==> config.mk <==
export PLATFORM = sky130hd
export DESIGN_NAME = uart_frame_parser
export DESIGN_NICKNAME = d
export VERILOG_FILES = /design/src/rtl/uart_frame_parser.sv
export SDC_FILE = /design/constraint.sdc
export NUM_CORES = 1
export LEC_CHECK = 0
export CORE_ASPECT_RATIO = 1.4
export CORE_MARGIN = 2
export CORE_UTILIZATION = 30
export CTS_BUF_LIST = sky130_fd_sc_hd__clkbuf_2 sky130_fd_sc_hd__clkbuf_4 sky130_fd_sc_hd__clkbuf_8
export DETAILED_ROUTE_END_ITERATION = 6
export HOLD_SLACK_MARGIN = 0.03
export PLACE_DENSITY = 0.56
export SLEW_MARGIN = 20
export SYNTH_ARGS = -nofsm -noshare
export SYNTH_HDL_FRONTEND = slang
export SYNTH_SLANG_ARGS = --single-unit
==> constraint.sdc <==
create_clock -name clk -period 3.2 [get_ports clk]
set_input_delay 0.48 -clock clk [delete_from_list [all_inputs] [get_ports clk]]
set_output_delay 0.48 -clock clk [all_outputs]
set_load 0.02 [all_outputs]
==> src/rtl/uart_frame_parser.sv <==
// uart_frame_parser: byte-level SYNC/LEN/payload/XOR-CHK frame decoder with buffered valid/ready drain
//   clk, rst_n            : clock, asynchronous active-low reset
//   rx_data, rx_valid     : byte strobes from the UART receiver
//   out_data/valid/last   : validated payload stream, out_ready is the consumer handshake
//   frame_ok, frame_err   : one-cycle verdict pulses, err_code holds the last error (1 len, 2 chk, 3 timeout)
//   overrun               : one-cycle pulse when a byte arrives while the buffer is still draining
//   busy                  : high whenever the parser is not hunting for a sync byte
module uart_frame_parser #(
    parameter logic [7:0] SYNC_BYTE      = 8'hA5,
    parameter int         MAX_LEN        = 16,
    parameter int         TIMEOUT_CYCLES = 208320
) (
    input  logic       clk,
    input  logic       rst_n,
    input  logic [7:0] rx_data,
    input  logic       rx_valid,
    output logic [7:0] out_data,
    output logic       out_valid,
    input  logic       out_ready,
    output logic       out_last,
    output logic       frame_ok,
    output logic       frame_err,
    output logic [1:0] err_code,
    output logic       overrun,
    output logic       busy
);
    localparam int IW = $clog2(MAX_LEN + 1);
    localparam logic [7:0] MAX8 = 8'(MAX_LEN);

    typedef enum logic [2:0] {HUNT, LEN, PAYLOAD, CHECK, DRAIN} state_t;

    state_t        state_q, state_d;
    logic [IW-1:0] len_q, len_d, wr_idx_q, wr_idx_d, rd_idx_q, rd_idx_d;
    logic [7:0]    chk_q, chk_d;
    logic [31:0]   tmo_q, tmo_d;
    logic          frame_ok_q, frame_ok_d, frame_err_q, frame_err_d;
    logic          overrun_q, overrun_d, out_valid_q, out_valid_d, busy_q, busy_d;
    logic [1:0]    err_code_q, err_code_d;
    logic          wr_en, last_idx;
    // Sized to the full index range so the index widths match the array exactly
    logic [7:0]    mem_q [2**IW];

    assign last_idx  = rd_idx_q == len_q - IW'(1);
    assign out_data  = out_valid_q ? mem_q[rd_idx_q] : 8'd0;
    assign out_last  = out_valid_q && last_idx;
    assign out_valid = out_valid_q;
    assign frame_ok  = frame_ok_q;
    assign frame_err = frame_err_q;
    assign err_code  = err_code_q;
    assign overrun   = overrun_q;
    assign busy      = busy_q;

    always_comb begin
        state_d     = state_q;
        len_d       = len_q;
        wr_idx_d    = wr_idx_q;
        rd_idx_d    = rd_idx_q;
        chk_d       = chk_q;
        tmo_d       = '0;
        frame_ok_d  = 1'b0;
        frame_err_d = 1'b0;
        overrun_d   = 1'b0;
        err_code_d  = err_code_q;
        wr_en       = 1'b0;
        // Idle-gap counter: any strobe (or leaving HUNT) restarts it
        if (state_q inside {LEN, PAYLOAD, CHECK} && !rx_valid)
            tmo_d = tmo_q + 32'd1;
        case (state_q)
            HUNT: if (rx_valid && rx_data == SYNC_BYTE) state_d = LEN;
            LEN: if (rx_valid) begin
                if (rx_data == 8'd0 || rx_data > MAX8) begin
                    frame_err_d = 1'b1;
                    err_code_d  = 2'd1;
                    state_d     = HUNT;
                end else begin
                    len_d    = rx_data[IW-1:0];
                    chk_d    = rx_data;
                    wr_idx_d = '0;
                    state_d  = PAYLOAD;
                end
            end
            PAYLOAD: if (rx_valid) begin
                wr_en    = 1'b1;
                chk_d    = chk_q ^ rx_data;
                wr_idx_d = wr_idx_q + IW'(1);
                if (wr_idx_d == len_q) state_d = CHECK;
            end
            CHECK: if (rx_valid) begin
                if (rx_data == chk_q) begin
                    frame_ok_d = 1'b1;
                    rd_idx_d   = '0;
                    state_d    = DRAIN;
                end else begin
                    frame_err_d = 1'b1;
                    err_code_d  = 2'd2;
                    state_d     = HUNT;
                end
            end
            DRAIN: begin
                // Any byte arriving here is lost, including a SYNC on the final handshake
                overrun_d = rx_valid;
                if (out_valid_q && out_ready) begin
                    if (last_idx) state_d = HUNT;
                    else rd_idx_d = rd_idx_q + IW'(1);
                end
            end
            default: state_d = HUNT;
        endcase
        if (tmo_d == 32'(TIMEOUT_CYCLES)) begin
            frame_err_d = 1'b1;
            err_code_d  = 2'd3;
            state_d     = HUNT;
        end
        out_valid_d = state_d == DRAIN;
        busy_d      = state_d != HUNT;
    end

    always_ff @(posedge clk or negedge rst_n) begin
        if (!rst_n) begin
            state_q     <= HUNT;
            len_q       <= '0;
            wr_idx_q    <= '0;
            rd_idx_q    <= '0;
            chk_q       <= '0;
            tmo_q       <= '0;
            frame_ok_q  <= 1'b0;
            frame_err_q <= 1'b0;
            overrun_q   <= 1'b0;
            out_valid_q <= 1'b0;
            busy_q      <= 1'b0;
            err_code_q  <= '0;
        end else begin
            state_q     <= state_d;
            len_q       <= len_d;
            wr_idx_q    <= wr_idx_d;
            rd_idx_q    <= rd_idx_d;
            chk_q       <= chk_d;
            tmo_q       <= tmo_d;
            frame_ok_q  <= frame_ok_d;
            frame_err_q <= frame_err_d;
            overrun_q   <= overrun_d;
            out_valid_q <= out_valid_d;
            busy_q      <= busy_d;
            err_code_q  <= err_code_d;
        end
    end

    // Payload storage is never cleared; only the indices are reset
    always_ff @(posedge clk) begin
        if (wr_en) mem_q[wr_idx_q] <= rx_data;
    end
endmodule

## Yosys cells after proc, flatten, opt, wreduce, memory -nomap -nowiden

Memory sizes are Yosys's and may differ from the RTL's.
Index checks and enable logic that the tools add are counted.

| word-level totals | value |
|---|---|
| bits in registers | 65 |
| bits in writable memories | 256 |
| input bits | 12 |
| output and inout port bits | 16 |
| logic and storage cells | 104 |
| memories | 1 |

Memories:

| memory | words | width | rd ports | clocked after Yosys merged registers in | wr ports | line | text |
|---|---|---|---|---|---|---|---|
| mem_q | 32 | 8 | 1 | 0 | 1 | 41 | `logic [7:0] mem_q [2**IW];` |

| operators by class | value |
|---|---|
| $add $sub $neg | 4 |
| order comparisons | 1 |
| eq/ne operators | 21 |
| mux-type cells | 46 |
| bitwise operators | 2 |
| reductions and logical operators | 17 |

Operators by type and width:

| cell | number |
|---|---|
| 5-bit two-way mux | 7 |
| 32-bit by 1-bit adder with 32-bit output (second input constant) | 1 |
| 32-bit by 18-bit equality test with 1-bit output (second input constant) | 1 |
| 32-bit two-way mux | 1 |
| 8-bit two-way mux | 4 |
| 3-bit two-way mux | 9 |
| 5-bit case mux with 2 select lines | 2 |
| 8-bit case mux with 2 select lines | 1 |
| 3-bit case mux with 5 select lines | 1 |
| 1-bit two-way mux | 13 |
| 2-bit two-way mux | 6 |
| 2-bit != test (second input constant) | 6 |
| 5-bit by 1-bit adder with 5-bit output (second input constant) | 2 |
| 5-bit equality test | 2 |
| 5-bit AND reduction | 2 |
| 3-bit by 2-bit != test with 1-bit output (second input constant) | 3 |
| 3-bit nonzero test | 3 |
| 8-bit equality test | 1 |
| 8-bit equality test (second input constant) | 1 |
| 8-bit by 5-bit > comparator with 1-bit output (second input constant) | 1 |
| 8-bit logical NOT | 1 |
| 8-bit bitwise XOR | 1 |
| 3-bit by 2-bit equality test with 1-bit output (second input constant) | 2 |
| 3-bit equality test (second input constant) | 2 |
| 14 further kinds | 18 |

## Logic depth before layout (Yosys ltp)

Gate-level depths: netlist (run 1).

| depth | value |
|---|---|
| depth in word-level cells | 7 |
| depth in mapped cells | 11 |
| gate-level depth less buffers | 10 |

## Worst setup path after synthesis (run 1)

Ideal clock, no wire load.

| timing | value |
|---|---|
| kind | register to output |
| from | register rd_idx_q[0] |
| to | output port out_data[0] |
| arrival | 2283 ps |
| data required time | 2720 ps |
| path slack | 437 ps |
| stages on the path, launching flop included | 7 |
| buffers on the path | 2 |
| cell sequence | dfrtp_1 -> clkbuf_1 -> clkbuf_1 -> mux4_2 -> mux4_2 -> mux2i_1 -> nor2b_1 |

| on the way | value |
|---|---|
| cells in the longest elaborated chain, start to end | 2 |

Ends and longest elaborated chain:

| what | line | text |
|---|---|---|
| start: declaration | 33 | `logic [IW-1:0] len_q, len_d, wr_idx_q, wr_idx_d, rd_idx_q, rd_idx_d;` |
| start signal: assignment | 136 | `rd_idx_q <= rd_idx_d;` |
| memory 32 x 8 bit | -- |  |
| 8-bit two-way mux | 44 | `assign out_data = out_valid_q ? mem_q[rd_idx_q] : 8'd0;` |
| end: declaration | 17 | `output logic [7:0] out_data,` |

No other way between the ends.

## Final worst setup path (run 1)

| timing | value |
|---|---|
| from | register rd_idx_q[0] |
| to | output port out_data[3] |

Same word-level chain as after synthesis.

==> flow_summary.yaml, run 1 <==
run_status:
  outcome: "finished with violations"
  violations: "setup timing"
cts:
  cts_max_path_buffers: 3
  cts-buffers-inserted: 51
  htree_levels: 2
  cts_tree: "built"
  clk_pin_slew_ns: 0.06
  cts_sinks: 321
  cts_root_buf: "clkbuf_8"
  clk_latency_ns: 0.61
drt:
  drc: 0
  dr_wl_met2_um: 16800
  viasPerCell: 4.77
  wl_met3_um: 1410
  detail-route-antenna-nets: 0
  wire_per_inst_um: 20.3
  wl_met1_um: 13400
  first_iter_violations: 538
  highest_layer: "met5"
  wirelength_um: 32400
  num_vias: 7620
  firstDrtPassIters: 4
logic_synthesis:
  yosys_warnings: 0
  netlist-cell-type-count: 61
  synth_ff_type: "edfxtp_1"
  synthesis.area_mm2: 0.0138
  synth_edf_count: 256
  ys_async_sr_fraction: 0.202
  ys_seq_area_frac: 0.677
  synth_cells: 824
  syn_area_per_cell_um2: 16.7
  synth_nets: 843
  synth-seq-cells: 321
pwr:
  p_leak_nw: 5.54
  clock_power_share: 0.301
  p_int_mw: 8.16
  power_mw: 11.4
  power.density_mw_per_mm2: 699
  irDropWorstVdd_mv: 0.372
  p_switching_mw: 3.28
  seqPwrFrac: 0.406
  sw_frac_of_total: 0.287
  combPwrFrac: 0.293
global_routing:
  antenna_found_initial: 3
  first_global_vias: 8056
  grt_overflow: 0
  grt_max_degree: 39
  grt.total_usage: 0.139
  grt_pass1_wl_um: 49600
timing:
  finalSetupTns_ns: -0.814
  slew_headroom: 0.450
  maxSlewViolCount: 0
  min_period_ns: 3.35
  tightest_slew_ns: 0.824
  fmax_mhz: 298
  hold_viol_final: 0
  rsz0062_at_grt: "yes"
  setup_viol: 8
  setup_slack_ns: -0.154
  min_period_over_period: 1.05
  fin_skew_ns: 0.0478
  worst_hold_slack_ns: 0.517
setup_path:
  reg2reg_slack_ns: 0.39
  crit_slowest_cell: "mux4_2"
  crit_top_cell: "mux4_2"
  critPathKind: "reg -> out"
  worstSetupEndpointType: "primary output"
  cp.required_ns: 2.72
  crit_path_max_incr_delay_ns: 0.52
  worstReg2RegStart: "tmo_q[0]"
  worstSetupStartpointType: "flop"
  crit_path_max_fanout: 6
  cp.arrival_ns: 2.87
  worst_r2r_path_depth: 9
  worstPathCellList: "buf_12 > clkbuf_16 > mux4_2 > mux4_2 > mux2i_1 > nor2b_1 > buf_2"
  r2r-end: "busy"
floorplan:
  rows: 92
  initial_utilization: 0.305
  die_h_um: 257
  die_w_um: 185
  die_area_mm2: 0.0476
  num_io_pins: 28
  fp.coreArea_mm2: 0.0451
cells_and_area:
  area_delta_synth_final_pct: 19.1
  layout.cells.non_filler: 1598
  fin_util: 0.363
  num-nets-final: 961
  fin_area_mm2: 0.0164
  drive_above_1_share: 0.292
placement:
  place_ws_ns: -0.0519
  dpl_cell_area_mm2: 0.0152
  globalplace.congestion: 0.774
  portBuffers: 27
  placed_cells: 1488
  dp.final_hpwl_um: 21100
worst_hold_path:
  min_path_type: "in -> async"
job:
  maxCapViolations: 0
## sequential cells by signal, indices dropped and copies added, names as in the netlist
name and flops:
err_code 2, len_q 5, chk_q 8, overrun 1, state_q 3, frame_err 1
tmo_q 32, frame_ok 1, busy 1, wr_idx_q 5, rd_idx_q 5, out_valid 1
mem_q 256
## worst max path at each step
stage | to | from | cells past startpoint | slack (ns)
2_1_floorplan | out_data[0] | rd_idx_q[0] | 6 | 0.44
3_3_place_gp | out_data[1] | rd_idx_q[0] | 6 | -0.08
3_5_place_dp | out_data[1] | rd_idx_q[0] | 6 | -0.05
4_1_cts | out_data[1] | rd_idx_q[0] | 7 | -0.24
5_1_grt | out_data[1] | rd_idx_q[0] | 7 | -0.24
6_report | out_data[3] | rd_idx_q[0] | 7 | -0.15
## cells in the mapped netlist (all sizes together) (3+ instances only)
| master | count | area share |
|---|---|---|
| and2 | 8 | 0.0037 |
| xnor2 | 34 | 0.022 |
| nor2b | 10 | 0.0045 |
| clkbuf | 27 | 0.0074 |
| mux4 | 80 | 0.13 |
| nand2 | 42 | 0.013 |
| nor3b | 4 | 0.0025 |
| nor4b | 3 | 0.0028 |
| edfxtp | 256 | 0.56 |
| and4 | 5 | 0.0035 |
| or2 | 3 | 0.0014 |
| or3 | 5 | 0.0023 |
| buf | 16 | 0.010 |
| a31oi | 3 | 0.0014 |
| nand4 | 16 | 0.0084 |
| or4 | 5 | 0.0030 |
| and3 | 5 | 0.0025 |
| o31ai | 4 | 0.0029 |
| o21ai | 16 | 0.0058 |
| a21oi | 25 | 0.0096 |
| inv | 11 | 0.0030 |
| nor3 | 12 | 0.0055 |
| nand3b | 3 | 0.0016 |
| nor4 | 6 | 0.0038 |
| mux2 | 6 | 0.0049 |
| mux2i | 10 | 0.0073 |
| nor2 | 73 | 0.020 |
| ha | 7 | 0.0064 |
| nand3 | 28 | 0.010 |
| xor2 | 24 | 0.015 |
| dfrtp | 65 | 0.12 |
## worst max-delay path: cells and delay by family, from the launching register on
| family | cells | cell delay (ns) |
|---|---|---|
| flip-flops | 1 | 0.48 |
| multiplexers | 3 | 1.24 |
| AND/OR/NAND/NOR | 1 | 0.07 |
| buffers and inverters | 3 | 0.50 |
## metal layers
metal  vias to the layer above  GRT usage
met4                         2     0.0478
met5                         -          0
li1                       3452          -
met3                        46     0.0234
met1                      3938      0.175
met2                       182      0.243
## layout by cell type (no fill, tap or decap), types with 5 or more instances in the layout
cell type,instances
buf_12,12
xnor2_1,34
clkinv_1,15
buf_4,66
and2_1,6
xor2_1,24
mux4_2,80
o21ai_0,16
clkbuf_4,17
clkinv_2,9
nand4_1,15
edfxtp_1,256
clkbuf_8,52
mux2_2,6
nor2_1,73
inv_1,11
or3_1,5
nand2_1,40
dfrtp_1,63
a21oi_1,23
nand3_1,28
mux2i_1,8
ha_1,7
clkdlybuf4s50_1,17
nor3_1,10
nor2b_1,10
## power groups by stage
stage	sequential [mW]	combinational [mW]	clock [mW]
global placement	4.76	3.15	0
global route	4.65	3.58	3.71
detailed placement	4.76	3.14	0
CTS	4.65	3.35	3.56
floorplan	4.68	2.00	0
finish	4.65	3.35	3.44
## cells by family (layout without fill, tap and decap cells)
group           after synthesis  after routing  share of synthesized area
xor+xnor                     58             58                     0.0369
other cells                   0              2                          0
compound gates               57             57                     0.0253
buf+inv                      54            215                     0.0204
mux                          96             96                      0.143
simple gates                230            230                     0.0899
fa+ha+maj                     8              8                    0.00710
flops                       321            321                      0.677
## area by class of cell
type                       instances  area (µm²)
multi-input combinational        449        4170
sequential                       321        9320
clock buffer                      69         843
clock inverter                    27         159
timing repair buffer             108        1080
fill                            4317       28700
tap                              611         764
inverter                          11        41.3
antenna                            2        5.00
## timing repair
action	CTS	global route
endpoints found under the setup margin	9	9
setup buffers	6	2
gates resized for setup	42	8
gates cloned	3	1
endpoints found under the hold margin	31	0
hold buffers	1	0
Note: power is estimated with default switching activity, not from simulation.
==> run 2, diff against run 1 <==
CORE_MARGIN = default   (was 2)
CORE_UTILIZATION = 45   (was 30)
PLACE_DENSITY = 0.73   (was 0.56)
==> flow_summary.yaml, run 2 (synthesis gave the netlist of run 1 again) <==
timing:
  worst_hold_slack_ns: 0.496
  fin_skew_ns: 0.0280
  hold_viol_final: 0
  maxSlewViolCount: 0
  min_period_over_period: 1.02
  slew_headroom: 0.433
  fmax_mhz: 307
  rsz0062_at_grt: "yes"
  min_period_ns: 3.25
  tightest_slew_ns: 0.850
  setup_viol: 7
  setup_slack_ns: -0.0540
placement:
  dp.final_hpwl_um: 19500
  dpl_cell_area_mm2: 0.0149
  place_ws_ns: -0.00408
  portBuffers: 27
  globalplace.congestion: 0.820
cts:
  cts_tree: "built"
  cts-buffers-inserted: 47
  htree_levels: 2
  cts_root_buf: "clkbuf_8"
  cts_sinks: 321
  clk_pin_slew_ns: 0.06
  clk_latency_ns: 0.58
  cts_max_path_buffers: 3
setup_path:
  reg2reg_slack_ns: 0.19
  r2r-end: "busy"
  critical_path.top_delay_family: "multiplexers"
  path_depth: 7
  worstReg2RegStart: "tmo_q[0]"
  worstPathCellList: "buf_12 > clkbuf_16 > mux4_2 > mux4_2 > mux2i_1 > nor2b_1 > buf_2"
  cp.arrival_ns: 2.77
  crit_slowest_cell: "mux4_2"
  crit_path_max_incr_delay_ns: 0.54
  worstSetupEndpointType: "primary output"
  path_buf_inv: 3
  crit_top_cell: "mux4_2"
  worstSetupStartpointType: "flop"
  critPathKind: "reg -> out"
  crit_path_max_fanout: 6
  worst_r2r_path_depth: 9
  cp.required_ns: 2.72
global_routing:
  grt.total_usage: 0.199
  antenna_found_initial: 1
  first_global_vias: 7767
  grt_pass1_wl_um: 45900
  grt_max_degree: 39
  grt_overflow: 0
drt:
  detail-route-antenna-nets: 0
  wire_per_inst_um: 22.1
  drc: 0
  first_iter_violations: 529
  firstDrtPassIters: 5
  wirelength_um: 29900
  viasPerCell: 5.59
  num_vias: 7568
floorplan:
  initial_utilization: 0.458
  die_area_mm2: 0.0313
  die_w_um: 150
  rows: 75
  die_h_um: 209
  num_io_pins: 28
  fp.coreArea_mm2: 0.0300
cells_and_area:
  final_common_cell: "edfxtp_1"
  area_delta_synth_final_pct: 15.8
  largest_reg_flops: 256
  most-common-layout-cells: "edfxtp_1 (256), mux4_2 (80), nor2_1 (73)"
  top_regs: "mem_q (256), tmo_q (32), chk_q (8)"
  drive_above_1_share: 0.282
  num-nets-final: 949
  fin_area_mm2: 0.0159
  regMostFlops: "mem_q"
worst_hold_path:
  whs_endpoint: "tmo_q[0]"
  min_path_type: "reg -> reg"
  whs_path_depth: 1
  hp-start: "tmo_q[0]"
run_status:
  outcome: "finished with violations"
  violations: "setup timing"
job:
  maxCapViolations: 0
pwr:
  power_mw: 11.0
  power.density_mw_per_mm2: 691
  irDropWorstVdd_mv: 0.272
  p_leak_nw: 5.43
==> run 2: cell count changes in the layout (fill, tap and decap cells not counted), moves of 2 or more <==
| cell | previous run | this run |
|---|---|---|
| buf_4 | 66 | 59 |
| clkbuf_4 | 17 | 13 |
| clkbuf_8 | 52 | 48 |
| buf_12 | 12 | 10 |
| buf_16 | 1 | 3 |
| buf_6 | 4 | 2 |
| clkinvlp_4 | 0 | 2 |
==> run 2: area by class of cell <==
| cell class | count | area [µm²] |
|---|---|---|
| Sequential cell | 321 | 9320 |
| Tap cell | 385 | 482 |
| Clock buffer | 61 | 758 |
| Timing Repair Buffer | 100 | 1020 |
| Clock inverter | 26 | 124 |
| Inverter | 11 | 41.3 |
| Multi-Input combinational cell | 449 | 4170 |
| Fill cell | 2429 | 14100 |
| Antenna cell | 1 | 2.50 |
==> run 2: report_power, final <==
part	internal, mW	switching, mW
Combinational	1.76	1.52
Sequential	4.56	0.0653
Clock	1.56	1.54
Total	7.88	3.13
==> run 2: worst max path at each step <==
| stage | from | endpoint |
|---|---|---|
| final | rd_idx_q[0] | out_data[0] |
| after global routing | rd_idx_q[0] | out_data[1] |
| after CTS | rd_idx_q[0] | out_data[7] |
| after detailed placement | rd_idx_q[0] | out_data[7] |
| after global placement | rd_idx_q[0] | out_data[7] |
| after floorplan | rd_idx_q[0] | out_data[0] |
==> run 2: worst reg2reg max path, delay by kind of cell, from the launching register on <==
family,cells,cell delay [ns]
compound gates,1,0.19
xor+xnor,1,0.19
fa+ha+maj,1,0.28
flops,1,0.39
simple gates,6,1.82
==> run 2: through the flow <==
step	cells	utilization	TNS, ns
global placement	1256	0.495	0
detailed placement	1256	0.495	-0.00408
CTS	1351	0.527	-0.647
global route	1354	0.530	-0.862
finish	1354	0.530	-0.168
floorplan	824	-	0
==> run 2: per-layer routing <==
layer | vias to the layer above | part of all wire | track usage
met4 | 0 | 0.040 | 0.0972
met5 | - | 0 | 0
met1 | 3838 | 0.38 | 0.243
met2 | 236 | 0.52 | 0.337
li1 | 3426 | - | -
met3 | 68 | 0.060 | 0.0352
==> run 2: timing repair <==
item                                    CTS  global route
hold buffers                              1             0
endpoints found under the setup margin    9             9
setup buffers                             6             0
endpoints found under the hold margin    29             0
gates cloned                              2             2
resized for setup                        43            12
